**config.mk**
```make
export PLATFORM = sky130hd
export DESIGN_NAME = mux_nt1_pipe
export DESIGN_NICKNAME = d
export VERILOG_FILES = /design/src/rtl/mux_nt1_pipe.sv
export SDC_FILE = /design/constraint.sdc
export NUM_CORES = 1
export LEC_CHECK = 0
export ABC_AREA = 1
export BUFFER_PORTS_ARGS = -buffer_cell sky130_fd_sc_hd__buf_2
export CORE_MARGIN = 3
export CORE_UTILIZATION = 43
export CTS_BUF_LIST = sky130_fd_sc_hd__clkbuf_4
export DETAILED_ROUTE_END_ITERATION = 6
export GPL_ROUTABILITY_DRIVEN = 1
export PLACE_DENSITY = 0.9
export RECOVER_POWER = 50
export SETUP_SLACK_MARGIN = 0.5
export SKIP_LAST_GASP = 1
export SLEW_MARGIN = 15
export SYNTH_ARGS = -nofsm -noshare
export SYNTH_HDL_FRONTEND = slang
export SYNTH_SLANG_ARGS = --single-unit
```
**constraint.sdc**
```tcl
create_clock -name clk -period 2.1 [get_ports clk]
set_input_delay 0.42 -clock clk [delete_from_list [all_inputs] [get_ports clk]]
set_output_delay 0.42 -clock clk [all_outputs]
set_load 0.1 [all_outputs]
```
**src/rtl/mux_nt1_pipe.sv**
```systemverilog
// N:1 multiplexer with a one-deep registered output slot, valid/ready on every channel,
// explicit-select or round-robin grant. Optional sticky select error under MUX_SEL_ERR_EN.
module mux_nt1_pipe #(
  parameter int unsigned WIDTH = 32,
  parameter int unsigned N     = 4,
  parameter int unsigned SELW  = 2
) (
  input  logic               clk,
  input  logic               rst_n,
  input  logic               mode,
  input  logic [SELW-1:0]    sel,
  input  logic [N*WIDTH-1:0] in_data,
  input  logic [N-1:0]       in_valid,
  output logic [N-1:0]       in_ready,
  output logic [WIDTH-1:0]   out_data,
  output logic               out_valid,
  input  logic               out_ready,
  output logic [SELW-1:0]    out_chan
`ifdef MUX_SEL_ERR_EN
  ,
  output logic               sel_err
`endif
);

  logic             slot_free;
  logic             sel_ok;
  logic             gnt_vld;
  logic [SELW-1:0]  gnt;
  logic [SELW-1:0]  rr_ptr;
  logic [WIDTH-1:0] gnt_data;
  logic             xfer;
  logic             hi_vld, lo_vld;
  logic [SELW-1:0]  hi_ch, lo_ch;

  assign slot_free = !out_valid || out_ready;
  assign sel_ok    = (32'(sel) < N);

  // Round-robin search split into two ascending scans: channels above rr_ptr win
  // first, otherwise the lowest valid channel at or below rr_ptr (the wrap).
  always_comb begin
    hi_vld = 1'b0;
    lo_vld = 1'b0;
    hi_ch  = '0;
    lo_ch  = '0;
    for (int unsigned k = 0; k < N; k++) begin
      if (in_valid[k]) begin
        if (k > 32'(rr_ptr)) begin
          if (!hi_vld) begin
            hi_vld = 1'b1;
            hi_ch  = SELW'(k);
          end
        end else if (!lo_vld) begin
          lo_vld = 1'b1;
          lo_ch  = SELW'(k);
        end
      end
    end
  end

  always_comb begin
    gnt_vld = 1'b0;
    gnt     = '0;
    if (!mode) begin
      gnt_vld = sel_ok;
      gnt     = sel;
    end else if (hi_vld) begin
      gnt_vld = 1'b1;
      gnt     = hi_ch;
    end else if (lo_vld) begin
      gnt_vld = 1'b1;
      gnt     = lo_ch;
    end
  end

  always_comb begin
    in_ready = '0;
    gnt_data = '0;
    for (int unsigned k = 0; k < N; k++) begin
      if (gnt == SELW'(k)) begin
        in_ready[k] = rst_n && gnt_vld && slot_free;
        gnt_data    = in_data[k*WIDTH +: WIDTH];
      end
    end
  end

  assign xfer = |(in_valid & in_ready);

  always_ff @(posedge clk or negedge rst_n) begin
    if (!rst_n) begin
      out_valid <= 1'b0;
      out_data  <= '0;
      out_chan  <= '0;
      rr_ptr    <= SELW'(N - 1);
    end else if (xfer) begin
      out_valid <= 1'b1;
      out_data  <= gnt_data;
      out_chan  <= gnt;
      if (mode) rr_ptr <= gnt;
    end else if (out_ready) begin
      out_valid <= 1'b0;
    end
  end

`ifdef MUX_SEL_ERR_EN
  always_ff @(posedge clk or negedge rst_n) begin
    if (!rst_n)                sel_err <= 1'b0;
    else if (!mode && !sel_ok) sel_err <= 1'b1;
  end
`endif

endmodule
```
* Word-level counts from Yosys, hierarchy flattened
Index checks and enable logic that the tools add are counted.
** Operators by class
- Reduce and logical (&&, ||, !) cells :: 8
- Equal/unequal tests :: 3
- Mux-type cells :: 46
- Bitwise operators :: 1
- Magnitude comparators :: 3
** Operators with widths (number)
- 32-bit 2-to-1 mux :: 4
- 2-bit 2-to-1 mux :: 15
- 1-bit 2-to-1 mux :: 27
- 4-bit bitwise AND :: 1
- 2-bit == test (second input constant) :: 2
- 2-bit greater-than comparator (first input constant) :: 2
- 4-bit OR reduction :: 1
- 2-bit by 1-bit == test with 1-bit output (second input constant) :: 1
- 1-bit by 2-bit greater-than comparator with 1-bit output (first input constant) :: 1
- 1-bit logical AND :: 2
- 2-bit zero test :: 1
- 2-bit AND reduction :: 1
- 2-bit nonzero test :: 1
- 1-bit zero test :: 1
- 1-bit logical OR :: 1
** Storage, ports and cells
- Word-level logic and storage cells :: 65
- Register bits :: 37
- Output and inout bits :: 39

* Longest topological paths before layout
- Depth in word-level cells :: 18
- Mapped depth :: 15
- Depth with buffers taken out :: 14

* Worst setup path after synthesis
No wires, ideal clock.
- Kind :: reg2out
- Start point :: reg out_valid
- End point :: out in_ready[2]
- Arrival time :: 3.447 ns
- Stages on the path, launching flop included :: 6
- Path slack :: -1.767 ns
- Path through :: dfrtp_1 > nand2_1 > nand2_1 > nor2_1 > inv_1 > nor3_1
** Between the ends
- Word-level cells in the longest chain between the ends :: 4
** RTL lines
- from (decl) :: RTL line 16 : output logic out_valid,
- from (signal assigned) :: RTL line 90 : out_valid <= 1'b0;
- from (signal assigned) :: RTL line 95 : out_valid <= 1'b1;
- from (signal assigned) :: RTL line 100 : out_valid <= 1'b0;
- 1-bit zero test :: RTL line 35 : assign slot_free = !out_valid || out_ready;
- 1-bit logical OR :: RTL line 35
- 1-bit logical AND :: RTL line 80 : in_ready[k] = rst_n && gnt_vld && slot_free;
- 1-bit 2-to-1 mux :: RTL line 79 : if (gnt == SELW'(k)) begin
- to (decl) :: RTL line 14 : output logic [N-1:0] in_ready,
No other way between the ends.

* Worst setup path after layout
- Start point :: reg rr_ptr[1]
- End point :: out in_ready[1]
** Between the ends
- Word-level cells in the longest chain between the ends :: 14
- Elaborated cells on any way between the ends :: 41
** RTL lines
- from (decl) :: RTL line 29 : logic [SELW-1:0] rr_ptr;
- from (signal assigned) :: RTL line 93 : rr_ptr <= SELW'(N - 1);
- from (signal assigned) :: RTL line 98 : if (mode) rr_ptr <= gnt;
- 1-bit by 2-bit greater-than comparator with 1-bit output :: RTL line 47 : if (k > 32'(rr_ptr)) begin
- 1-bit 2-to-1 mux :: RTL line 47
- 1-bit 2-to-1 mux :: RTL line 46 : if (in_valid[k]) begin
- 2-bit 2-to-1 mux :: RTL line 52 : end else if (!lo_vld) begin
- 2-bit 2-to-1 mux :: RTL line 47
- 2-bit 2-to-1 mux :: RTL line 46
- 2-bit 2-to-1 mux :: RTL line 52
- 2-bit 2-to-1 mux :: RTL line 47
- 2-bit 2-to-1 mux :: RTL line 46
- 2-bit 2-to-1 mux :: RTL line 69 : end else if (lo_vld) begin
- 2-bit 2-to-1 mux :: RTL line 66 : end else if (hi_vld) begin
- 2-bit 2-to-1 mux :: RTL line 63 : if (!mode) begin
- 2-bit by 1-bit == test with 1-bit output :: RTL line 79
- 1-bit 2-to-1 mux (*) :: RTL line 79
Mark *: on every way between the ends. The rest lies on a longest branch, timed or not.

==> flow_summary.ini <==
[outcome]
outcome = finished, violations left
violations_in_the_final_reports = setup timing

[route]
drt-wirelength-per-cell_microns = 14.6
num_vias = 3346
met1Wirelength_microns = 3580
detail_route.vias_per_cell = 5.09
drt_iter0_drc = 182
route.antenna.remaining_nets = 0
drt_pass1_iterations = 5
route.detailed.drc = 0
route.final.wire_length_microns = 9620
topRoutingLayerUsed = met4
met2WireLength_microns = 5110
routed_length_on_met3_microns = 715

[timing]
finalHoldViolCount = 0
timing.final.crit_share_pct = 118
timing.fmax_ghz = 0.404
layout_setup_ws_ps = -378
clock-skew-final_ps = 9.68
timing_max_transition_violations_final = 0
tns_ps = -9660
max_slew_margin_pct = 38.9
setup_viol_count_final = 41
period_needed_ps = 2480
rsz_0062_raised_after_global_routing = yes
tightestPinTransition_ps = 916

[layout]
antenna-diode-count = 0
drive_above_1_share_pct = 46.6
num-nets-final = 723
most_frequent_standard_cell_in_the_layout_excluding_fill_and_tap_cells = sky130_fd_sc_hd__nand2_1
filler_cell_count = 456
most_frequent_cells_in_the_layout = sky130_fd_sc_hd__nand2_1, sky130_fd_sc_hd__buf_2, sky130_fd_sc_hd__nand4_1, sky130_fd_sc_hd__dfrtp_1, sky130_fd_sc_hd__clkbuf_4
area_growth_pct = 65.1

[worst_setup_path]
critical-path-top-delay-family = simple AND/OR/NAND/NOR gates
worst-path-buf-inv = 2
worst_setup_path_end_kind = primary output
critPathCapture = in_ready[1]
crit_path_max_fanout = 6
worst-path-stages = 10
timing.critical_path.required_ps = 1680
path_cells = nand2_2 -> nand2_2 -> nand2_2 -> nand2_2 -> nand2_2 -> nor2_4 -> nor2_4 -> buf_6 -> nor3_4 -> buf_12
max_stage_delay_ps = 640
slowest_stage = sky130_fd_sc_hd__dfstp_2
start_of_the_worst_register_to_register_path = rr_ptr[1]
critical-path-top-cell-by-count = sky130_fd_sc_hd__nand2_2
kind_of_critical_path = reg2out
cp.arrival_ps = 2060
worst-r2r-cell-count = 16
start_kind = flip-flop
r2r_setup_slack_ps = -280
rr_endpoint = out_data[28]
startpoint = rr_ptr[1]

[grt]
grt_pass1_vias = 3287
grt-ovfl-total = 0
grt_antenna_before_repair = 0
grt_start_max_net_pins = 38
grt_util_all_layers_pct = 27.2
grt_pass1_wl_microns = 15300

[die]
die_w_microns = 82.8
initial_utilization_pct = 45.2
design.core.area_sq_mm = 0.00561
die_height_microns = 82.8
row_count = 27
floorplan.die_area_sq_mm = 0.00686
io_pins = 177

[synthesis]
syn_avg_cell_area_sq_um = 6.60
number_of_synthesized_register_bits = 37
post_synth_and_or_nand_nor_area_fraction_pct = 56.4
number_of_nets_in_the_synthesized_netlist = 522
xor_and_xnor_area_share_after_synthesis_pct = 0
count_of_yosys_warnings_during_synthesis = 0
share_of_the_yosys_chip_area_belonging_to_registers_pct = 36.6
synth-compound-area-share_pct = 0.691
arithmetic_cell_share_of_the_synthesized_area_counting_full_adders_half_adders_and_majority_gates_pct = 0
syn_area_sq_mm = 0.00254
yosys-mux-area-fraction_pct = 0
postSynthCellCount = 384
synth_top_family_by_area = simple AND/OR/NAND/NOR gates
unique_cell_type_count_in_the_yosys_netlist = 25

[worst_hold_path]
worst_hold_path_type = in2reg
min_from = out_ready

[flow_run]
drv_cap = 0

[placement]
port_buffers = 176
rd_place_congestion = 0.943
hpwl_detailed_microns = 6460
preCtsSetupSlack_ps = -18.9

[cts]
clockRootBuffer = sky130_fd_sc_hd__clkbuf_4
clock_latency_at_the_later_pin_of_the_worst_skew_pair_ps = 330
cts_sinks = 37
cts_inserted_buffers = 5
htree_levels = 2
clockBufferDepth = 2
cts_hold_buf = 0
tritoncts = done
clk_slew_on_worst_s_h_paths_ps = 110

[power_and_ir_drop]
peakVddDrop_v = 0.00108
p_per_area_mw_per_mm2 = 1560
leakagePower_nw = 2.31
## tightest hold or removal path, delay by kind of cell
family / cells / cell delay [ps]
buf+inv: 2 / 110
simple gates: 2 / 130
## per-stage QoR
step                total power, mW  utilization, %  cell area, sq um  hold WS [ps]  std cells
floorplan                      4.66               -              2610           124        384
global placement               5.49            66.1              3710           458        628
detailed placement             5.59            66.1              3710           460        628
CTS                            6.37            72.6              4070           214        653
global route                   6.85            74.7              4190           363        658
finish                         6.53            74.7              4190           369        658
## routing by layer
layer / global-route usage, % / up-vias
met5: 0 / -
met4: 10.1 / 0
met3: 5.56 / 27
met2: 49.3 / 166
met1: 31.2 / 1530
li1: - / 1623
## cell families (layout without fill, tap and decap cells)
logic type,count (synthesis),after routing
and+or+nand+nor,316,319
AOI/OAI and AO/OA,3,3
DFF,37,37
buffers and inverters,28,227
## cells in the mapped netlist, drive strengths merged
cell type | n | area (sq um)
nor3 | 5 | 25.0
nand2 | 256 | 1030
inv | 9 | 33.8
buf | 15 | 110
dfstp | 2 | 52.6
nand4 | 35 | 225
dfrtp | 35 | 876
nand3 | 6 | 45.0
or2 | 1 | 6.26
o21ai | 2 | 10.0
nor2 | 13 | 100
o21bai | 1 | 7.51
clkbuf | 4 | 15.0
## how the worst min path moves through the flow
stage / end / slack [ps] / cells past startpoint
final: out_valid / 370 / 4
after global routing: out_valid / 360 / 4
after CTS: out_data[15] / 210 / 2
after detailed placement: out_data[13] / 460 / 2
after global placement: out_data[13] / 460 / 2
after floorplan: out_chan[0] / 120 / 0
## timing repair
action                                  in CTS  in global routing
resized for setup                           19                 26
pin swaps                                   12                 15
cloned                                       6                  0
endpoints found under the setup margin      42                 57
setup buffers                               11                  5
## power by group
group / leakage [nW] / internal [mW] / switching [mW]
Clock: 0.0433 / 0.261 / 0.229
Sequential: 0.458 / 1.06 / 0.214
Combinational: 1.80 / 1.20 / 3.58
## area by class of cell
cell class	instances	area, sq um	share of cell area [%]
clock inverters	2	33.8	0.807
repair buffers	210	1430	34.2
flip-flops and latches	37	932	22.3
clock buffers	6	45.0	1.08
inverters	9	48.8	1.17
well taps	72	90.1	2.15
multi-input cells	322	1610	38.4
## state kept, by name, indices dropped and copies added, names as in the netlist
register,count
out_data,32
rr_ptr,2
out_chan,2
out_valid,1
Note: power is estimated with default switching activity, not from simulation.
